`src/rtl/mem_arb_pkg.sv`:
```
// Shared types and constants for the unified-memory arbiter.
package mem_arb_pkg;

  localparam int unsigned ADDR_W   = 32;
  localparam int unsigned DATA_W   = 32;
  localparam int unsigned BE_W     = 4;
  localparam int unsigned STREAK_W = 4;

  localparam logic [BE_W-1:0] BE_FULL = 4'b1111;

  // Owner of an in-flight read slot.
  typedef enum logic [1:0] {
    OWN_NONE = 2'd0,
    OWN_I    = 2'd1,
    OWN_D    = 2'd2
  } owner_t;

  localparam int unsigned OWN_W = $bits(owner_t);

  // Request payload presented to the memory.
  typedef struct packed {
    logic              we;
    logic [BE_W-1:0]   be;
    logic [ADDR_W-1:0] addr;
    logic [DATA_W-1:0] wdata;
  } mem_req_t;

endpackage

```
`src/rtl/mem_rsp_tracker.sv`:
```
// Delay line of read owners; the tail tells the arbiter whose data m_rdata carries.
module mem_rsp_tracker
  import mem_arb_pkg::*;
#(
  parameter int unsigned READ_LAT = 1
) (
  input  logic   clk,
  input  logic   clr,
  input  owner_t push,
  output owner_t tail
);

  localparam int unsigned SR_W = OWN_W * READ_LAT;

  // Stage 0 sits in the low bits; the oldest stage falls off the top.
  logic [SR_W-1:0] sr;

  // Shift one owner tag per cycle; clear drops every in-flight read.
  always_ff @(posedge clk) begin
    if (clr) begin
      sr <= {READ_LAT{OWN_W'(OWN_NONE)}};
    end else begin
      sr <= SR_W'({sr, OWN_W'(push)});
    end
  end

  assign tail = owner_t'(sr[SR_W-1 -: OWN_W]);

endmodule

```
`src/rtl/mem_arbiter.sv`:
```
// Arbitrates fetch and data ports onto one single-port synchronous memory.
module mem_arbiter
  import mem_arb_pkg::*;
#(
  parameter int unsigned READ_LAT   = 1,
  parameter int unsigned STARVE_MAX = 4
) (
  input  logic              clk,
  input  logic              clr,
  input  logic              i_req,
  input  logic [ADDR_W-1:0] i_addr,
  output logic              i_gnt,
  output logic              i_rvalid,
  output logic [DATA_W-1:0] i_rdata,
  input  logic              d_req,
  input  logic              d_we,
  input  logic [BE_W-1:0]   d_be,
  input  logic [ADDR_W-1:0] d_addr,
  input  logic [DATA_W-1:0] d_wdata,
  output logic              d_gnt,
  output logic              d_rvalid,
  output logic [DATA_W-1:0] d_rdata,
  output logic              m_en,
  output logic              m_we,
  output logic [BE_W-1:0]   m_be,
  output logic [ADDR_W-1:0] m_addr,
  output logic [DATA_W-1:0] m_wdata,
  input  logic [DATA_W-1:0] m_rdata
);

  localparam logic [STREAK_W-1:0] STREAK_MAX = STREAK_W'(STARVE_MAX);

  logic [STREAK_W-1:0] streak;
  logic [STREAK_W-1:0] streak_nxt;
  logic                force_i;
  mem_req_t            req;
  owner_t              push_own;
  owner_t              tail_own;

  // Grant: data first, unless fetch has watched STARVE_MAX data grants go by.
  always_comb begin
    i_gnt   = 1'b0;
    d_gnt   = 1'b0;
    force_i = (streak == STREAK_MAX);
    if (!clr) begin
      if (i_req && (!d_req || force_i)) begin
        i_gnt = 1'b1;
      end else if (d_req) begin
        d_gnt = 1'b1;
      end
    end
  end

  // Steer the granted request onto the memory and tag reads with their owner.
  always_comb begin
    req      = '0;
    push_own = OWN_NONE;
    if (i_gnt) begin
      req.we    = 1'b0;
      req.be    = BE_FULL;
      req.addr  = i_addr;
      req.wdata = '0;
      push_own  = OWN_I;
    end else if (d_gnt) begin
      req.we    = d_we;
      req.be    = d_be;
      req.addr  = d_addr;
      req.wdata = d_wdata;
      if (!d_we) begin
        push_own = OWN_D;
      end
    end
  end

  assign m_en    = i_gnt | d_gnt;
  assign m_we    = req.we;
  assign m_be    = req.be;
  assign m_addr  = req.addr;
  assign m_wdata = req.wdata;

  // Count data grants that bypass a waiting fetch, saturating at the limit.
  always_comb begin
    streak_nxt = streak;
    if (!i_req || i_gnt) begin
      streak_nxt = '0;
    end else if (d_gnt && (streak != STREAK_MAX)) begin
      streak_nxt = streak + STREAK_W'(1);
    end
  end

  // Starvation counter register.
  always_ff @(posedge clk) begin
    if (clr) begin
      streak <= '0;
    end else begin
      streak <= streak_nxt;
    end
  end

  mem_rsp_tracker #(
    .READ_LAT (READ_LAT)
  ) u_tracker (
    .clk  (clk),
    .clr  (clr),
    .push (push_own),
    .tail (tail_own)
  );

  // Route returning read data to its owner; everyone else sees zero.
  always_comb begin
    i_rvalid = 1'b0;
    d_rvalid = 1'b0;
    i_rdata  = '0;
    d_rdata  = '0;
    if (!clr) begin
      if (tail_own == OWN_I) begin
        i_rvalid = 1'b1;
        i_rdata  = m_rdata;
      end
      if (tail_own == OWN_D) begin
        d_rvalid = 1'b1;
        d_rdata  = m_rdata;
      end
    end
  end

endmodule

```
`config.mk`:
```
export PLATFORM = sky130hd
export DESIGN_NAME = mem_arbiter
export DESIGN_NICKNAME = d
export VERILOG_FILES = /design/src/rtl/mem_arb_pkg.sv /design/src/rtl/mem_rsp_tracker.sv /design/src/rtl/mem_arbiter.sv
export SDC_FILE = /design/constraint.sdc
export NUM_CORES = 1
export LEC_CHECK = 0
export ABC_AREA = 1
export BUFFER_PORTS_ARGS = -buffer_cell sky130_fd_sc_hd__buf_4
export CAP_MARGIN = 0
export CORE_AREA = 2 2 106 108
export DETAILED_ROUTE_END_ITERATION = 10
export DIE_AREA = 0 0 108 110
export PLACE_DENSITY = 0.48
export SYNTH_ARGS = -nofsm -noshare
export SYNTH_HDL_FRONTEND = slang
export SYNTH_SLANG_ARGS = --single-unit
export TNS_END_PERCENT = 50
```
`constraint.sdc`:
```
create_clock -name clk -period 1.9 [get_ports clk]
set_input_delay 0.19 -clock clk [delete_from_list [all_inputs] [get_ports clk]]
set_output_delay 0.19 -clock clk [all_outputs]
set_load 0.01 [all_outputs]
```
; ---- Word-level counts from Yosys, hierarchy flattened
; Index checks and enable logic that the tools add are counted.
[totals]
ff_bits = 6
input_bits = 137
out_inout_bits = 138
[classes]
add_sub_neg = 1
n_eq_ne = 4
muxes = 18
bitwise_logic = 2
n_reduce_logical = 8
[op_table]
columns = op, count
row1 = $mux W69, 2
row2 = $mux W32, 4
row3 = $mux W1, 11
row4 = $add A4 B1 Y4 const B, 1
row5 = $eq A4 B3 Y1 const B, 1
row6 = $ne A4 B3 Y1 const B, 1
row7 = $reduce_or A3 Y1, 1
row8 = $eq A2 B1 Y1 const B, 1
row9 = $eq A2 B2 Y1 const B, 1
row10 = $logic_and A1 B1 Y1, 2
row11 = $logic_not A1 Y1, 2
row12 = $logic_or A1 B1 Y1, 2
row13 = $mux W2, 1
row14 = $reduce_or A2 Y1, 1
row15 = $not A1 Y1, 1
row16 = $or A1 B1 Y1, 1

; ---- Longest topological paths before layout
[logic_depth]
word_depth = 7
mapped_depth = 8

; ---- Cells and area by module
; A second synthesis with hierarchy kept.
[hier_totals]
cells_unflattened = 332
area_unflattened_um2 = 1468.9
[modules_own_cells]
columns = module, instances, cells_each, area_per_inst_um2
row1 = mem_arbiter, 1, 326, 1413.9
row2 = mem_rsp_tracker, 1, 6, 55.1

; ---- Least setup slack after synthesis
; OpenSTA, ideal clock, no wires.
[synth_timing]
path_type = register -> output
startpoint = register streak[0]
endpoint = output port m_addr[15]
t_arrival_ns = 1.184
required_ns = 1.710
path_slack_ns = 0.526
stages_incl_launch_ff = 9
path_buffers = 1
cell_sequence = dfxtp_1 inv_1 ha_1 nand4_1 nand2_2 inv_4 buf_6 nand2_1 nand2_1
[synth_via]
elab_chain_cells = 7
elab_cells_between_ends = 9
cone_classes = 1 x eq/ne / 6 x mux / 2 x reduce/logical
[synth_rtl]
columns = item, line
row1 = start: declaration, mem_arbiter.sv:33  ; logic [STREAK_W-1:0] streak;
row2 = start signal: assignment, mem_arbiter.sv:96  ; streak <= streak_nxt;
row3 = $eq A4 B3 Y1, mem_arbiter.sv:44  ; force_i = (streak == STREAK_MAX);
row4 = $logic_or A1 B1 Y1, mem_arbiter.sv:46  ; if (i_req && (!d_req || force_i)) begin
row5 = $logic_and A1 B1 Y1, mem_arbiter.sv:46
row6 = $mux W1, mem_arbiter.sv:46
row7 = $mux W1, mem_arbiter.sv:45  ; if (!clr) begin
row8 = named net d_gnt, mem_arbiter.sv:20  ; output logic d_gnt,
row9 = $mux W69, mem_arbiter.sv:64  ; end else if (d_gnt) begin
row10 = $mux W69, mem_arbiter.sv:58  ; if (i_gnt) begin
row11 = end: declaration, mem_arbiter.sv:26  ; output logic [ADDR_W-1:0] m_addr,
; The timed path passes the listed nets, and every way through them passes these cells.

; ---- Worst setup path in the final report
[layout_timing]
startpoint = register streak[0]
endpoint = output port m_wdata[16]
[layout_via]
elab_chain_cells = 7
elab_cells_between_ends = 9
cone_classes = 1 x eq/ne / 6 x mux / 2 x reduce/logical
[layout_rtl]
columns = item, line
row1 = $eq A4 B3 Y1 *, mem_arbiter.sv:44
row2 = $logic_or A1 B1 Y1 *, mem_arbiter.sv:46
row3 = $logic_and A1 B1 Y1 *, mem_arbiter.sv:46
row4 = $mux W1, mem_arbiter.sv:46
row5 = $mux W1, mem_arbiter.sv:45
row6 = $mux W69, mem_arbiter.sv:64
row7 = $mux W69 *, mem_arbiter.sv:58
row8 = end: declaration, mem_arbiter.sv:27  ; output logic [DATA_W-1:0] m_wdata,
; Every way passes the cells marked *; elsewhere a longest branch is shown, timed or not.

==> metrics.cfg <==
[clocking]
clock_latency_ns=0.22
cts_made_buffers=3
tritoncts=done
cts-root-buf=clkbuf_8
path_clk_slew_ns=0.04
cts.htree.levels=1
clock_sinks=6
cts_max_path_buffers=2

[logic_synthesis]
synth_cells=329
synth_edf_count=0
syn_nets=468
yosys-top-cells-count=nor2_1 (106), nand2_1 (79), inv_1 (77), nand3_1 (35), buf_2 (12)
syn_area_per_cell_um2=4.43
yosys_warnings=0
ys.flop_type=dfxtp_1
async_reset_ff_share_pct=0
syn_area_mm2=0.00146
synth_top_cell_area_share_pct=27.3
synth.distinct_cells=14
synth.top_cells.by_area=nor2_1 (27%), nand2_1 (20%), inv_1 (20%), nand3_1 (12%), dfxtp_1 (8.2%)
ys_seq_elements=6
synth_top_cell_by_area=nor2_1
synth_most_common_cell=nor2_1
yosysSeqAreaShare_pct=8.24

[critical_path]
reg2reg_depth=8
crit_path_start_kind=flop
end_kind=output pin
critPathArrivalTime_ns=1.55
critPathMaxFanout=18
crit_required_ns=1.71
worstSetupPathType=flop to output pin

[timing]
skew_ns=0.00208
hold_viol_final=0
period_share_pct=91.8
slew_violations=0
tightest_slew_ns=0.333
fmax_ghz=0.574
fin_tns_setup_ns=0
finalSetupViolations=0
rsz0062_at_grt=no
slew_headroom_pct=77.8
fin_crit_ns=1.74

[route]
wl_per_cell_um=11.4
detail_route.first_pass.iterations=4
drc=0
drt_iter0_markers=103
vias=2853
ant_nets=0
drt-total-wl_um=8410
viasPerCell=3.88

[placement]
routabilityCongestion=0.801
port_buffers=274
hpwl_um=6960
placedCellCount=732

[cells_and_area]
fillers=1198
drive_above_1_share_pct=48.8
final_nets=737
syn2layout_area_growth_pct=154
diodes=0
final_cells=736
multi_input_area_um2=930
seqCellArea_um2=121

[power_and_ir_drop]
p_sw_share_pct=34.3
switchingPower_uw=321
vdd_drop_max_mv=0.139
clock_power_share_pct=20.2
intPower_uw=614
pwr_density_cell_mw_per_mm2=252
total_leakage_power_nw=2.48
p_comb_share_pct=65.7
power_frac_seq_pct=14.1

[global_routing]
grt_max_degree=38
grt_antenna_before_repair=0
grtUsageTotal_pct=12.2
first_global_vias=2566
grt_overflow=0
grt_pass1_wl_um=11900

[die]
die_h_um=110
dieArea_mm2=0.0119
initial_core_util_pct=13.6
core_area_mm2=0.0107
core.rowCount=38
die_w_um=108
boundaryPins=275

[min_path]
whs_path_depth=2
hold_path.class=primary input to flop

[run_status]
status=finished clean

[job]
cap_violations=0

[per-layer routing]
layer,global-route usage (%),vias up,share of wire (%)
li1,-,1464,-
met1,13.0,1229,34
met2,24.3,158,54
met3,3.47,2,12
met4,1.37,0,0.27
met5,0,-,0
[cell usage in the layout (no fill, tap or decap)]
master    netlist  routed
clkbuf_8        0       3
buf_12          0       1
clkinv_8        0       1
buf_4           3     280
nor2_1        106     106
xnor2_1         1       1
dfxtp_2         0       1
nand2_2         2       2
inv_1          77      77
inv_6           0       1
nand2_4         0       1
dfxtp_1         6       5
nand3_1        35      35
ha_1            2       2
nand2_1        79      78
nand4_1         1       1
inv_2           1       1
[sequential cells by signal, summed over array words and instances, names as in the netlist]
register,flops
streak,4
u_tracker.tail,2
[what timing repair did]
item / in CTS / in global routing
setup endpoints to repair: 2 / 37
endpoints found under the hold margin: 0 / 0
gates resized for setup: 1 / 5
gates cloned: 0 / 1
setup buffers: 0 / 0
hold buffers: 0 / 0
[cell families (layout without fill, tap and decap cells)]
group / count (synthesis) / in the layout / share of synthesized area [%]
fa+ha+maj: 2 / 2 / 1.72
flops: 6 / 6 / 8.24
buf+inv: 97 / 364 / 28.5
xor+xnor: 1 / 1 / 0.601
simple gates: 223 / 223 / 60.9
[worst max-delay path: stages, from the launching register on]
cell     delay (ns)
dfxtp_2        0.35
inv_1          0.05
ha_1           0.20
nand4_1        0.14
nand2_4        0.12
buf_4          0.22
nor2_1         0.11
buf_4          0.13
[cell type report]
| cell class | count | share of cell area, % |
|---|---|---|
| Inverter | 79 | 8.34 |
| Timing Repair inverter | 1 | 0.236 |
| Clock buffer | 3 | 1.11 |
| Sequential cell | 6 | 3.27 |
| Timing Repair Buffer | 281 | 57.2 |
| Tap cell | 140 | 4.72 |
| Multi-Input combinational cell | 226 | 25.1 |
[stage by stage]
step	hold WS [ns]	area, µm²	worst slack, ns	power [mW]	util, %
floorplan	0.262	1460	0.526	0.349	-
global placement	0.370	3640	0.288	0.742	34.0
detailed placement	0.375	3640	0.266	0.746	34.0
CTS	0.139	3680	0.0572	0.945	34.4
global route	0.147	3710	0.00313	1.01	34.7
finish	0.140	3710	0.156	0.935	34.7
[final timing paths]
kind	startpoint	end	slack, ns
worst max register to register	streak[0]$_SDFFE_PP0P_	streak[0]$_SDFFE_PP0P_	0.53
worst min register to register	streak[0]$_SDFFE_PP0P_	streak[0]$_SDFFE_PP0P_	0.46
worst min-delay path	d_we	u_tracker.tail[1]$_SDFF_PP0_	0.14
worst max-delay path	streak[0]$_SDFFE_PP0P_	m_wdata[16]	0.16
[power by group through the flow]
stage	clock [mW]	combinational, mW	sequential (mW)
finish	0.189	0.614	0.131
global route	0.205	0.675	0.132
CTS	0.197	0.617	0.131
detailed placement	0	0.613	0.133
global placement	0	0.609	0.133
floorplan	0	0.216	0.133
Note: power is estimated with default switching activity, not from simulation.
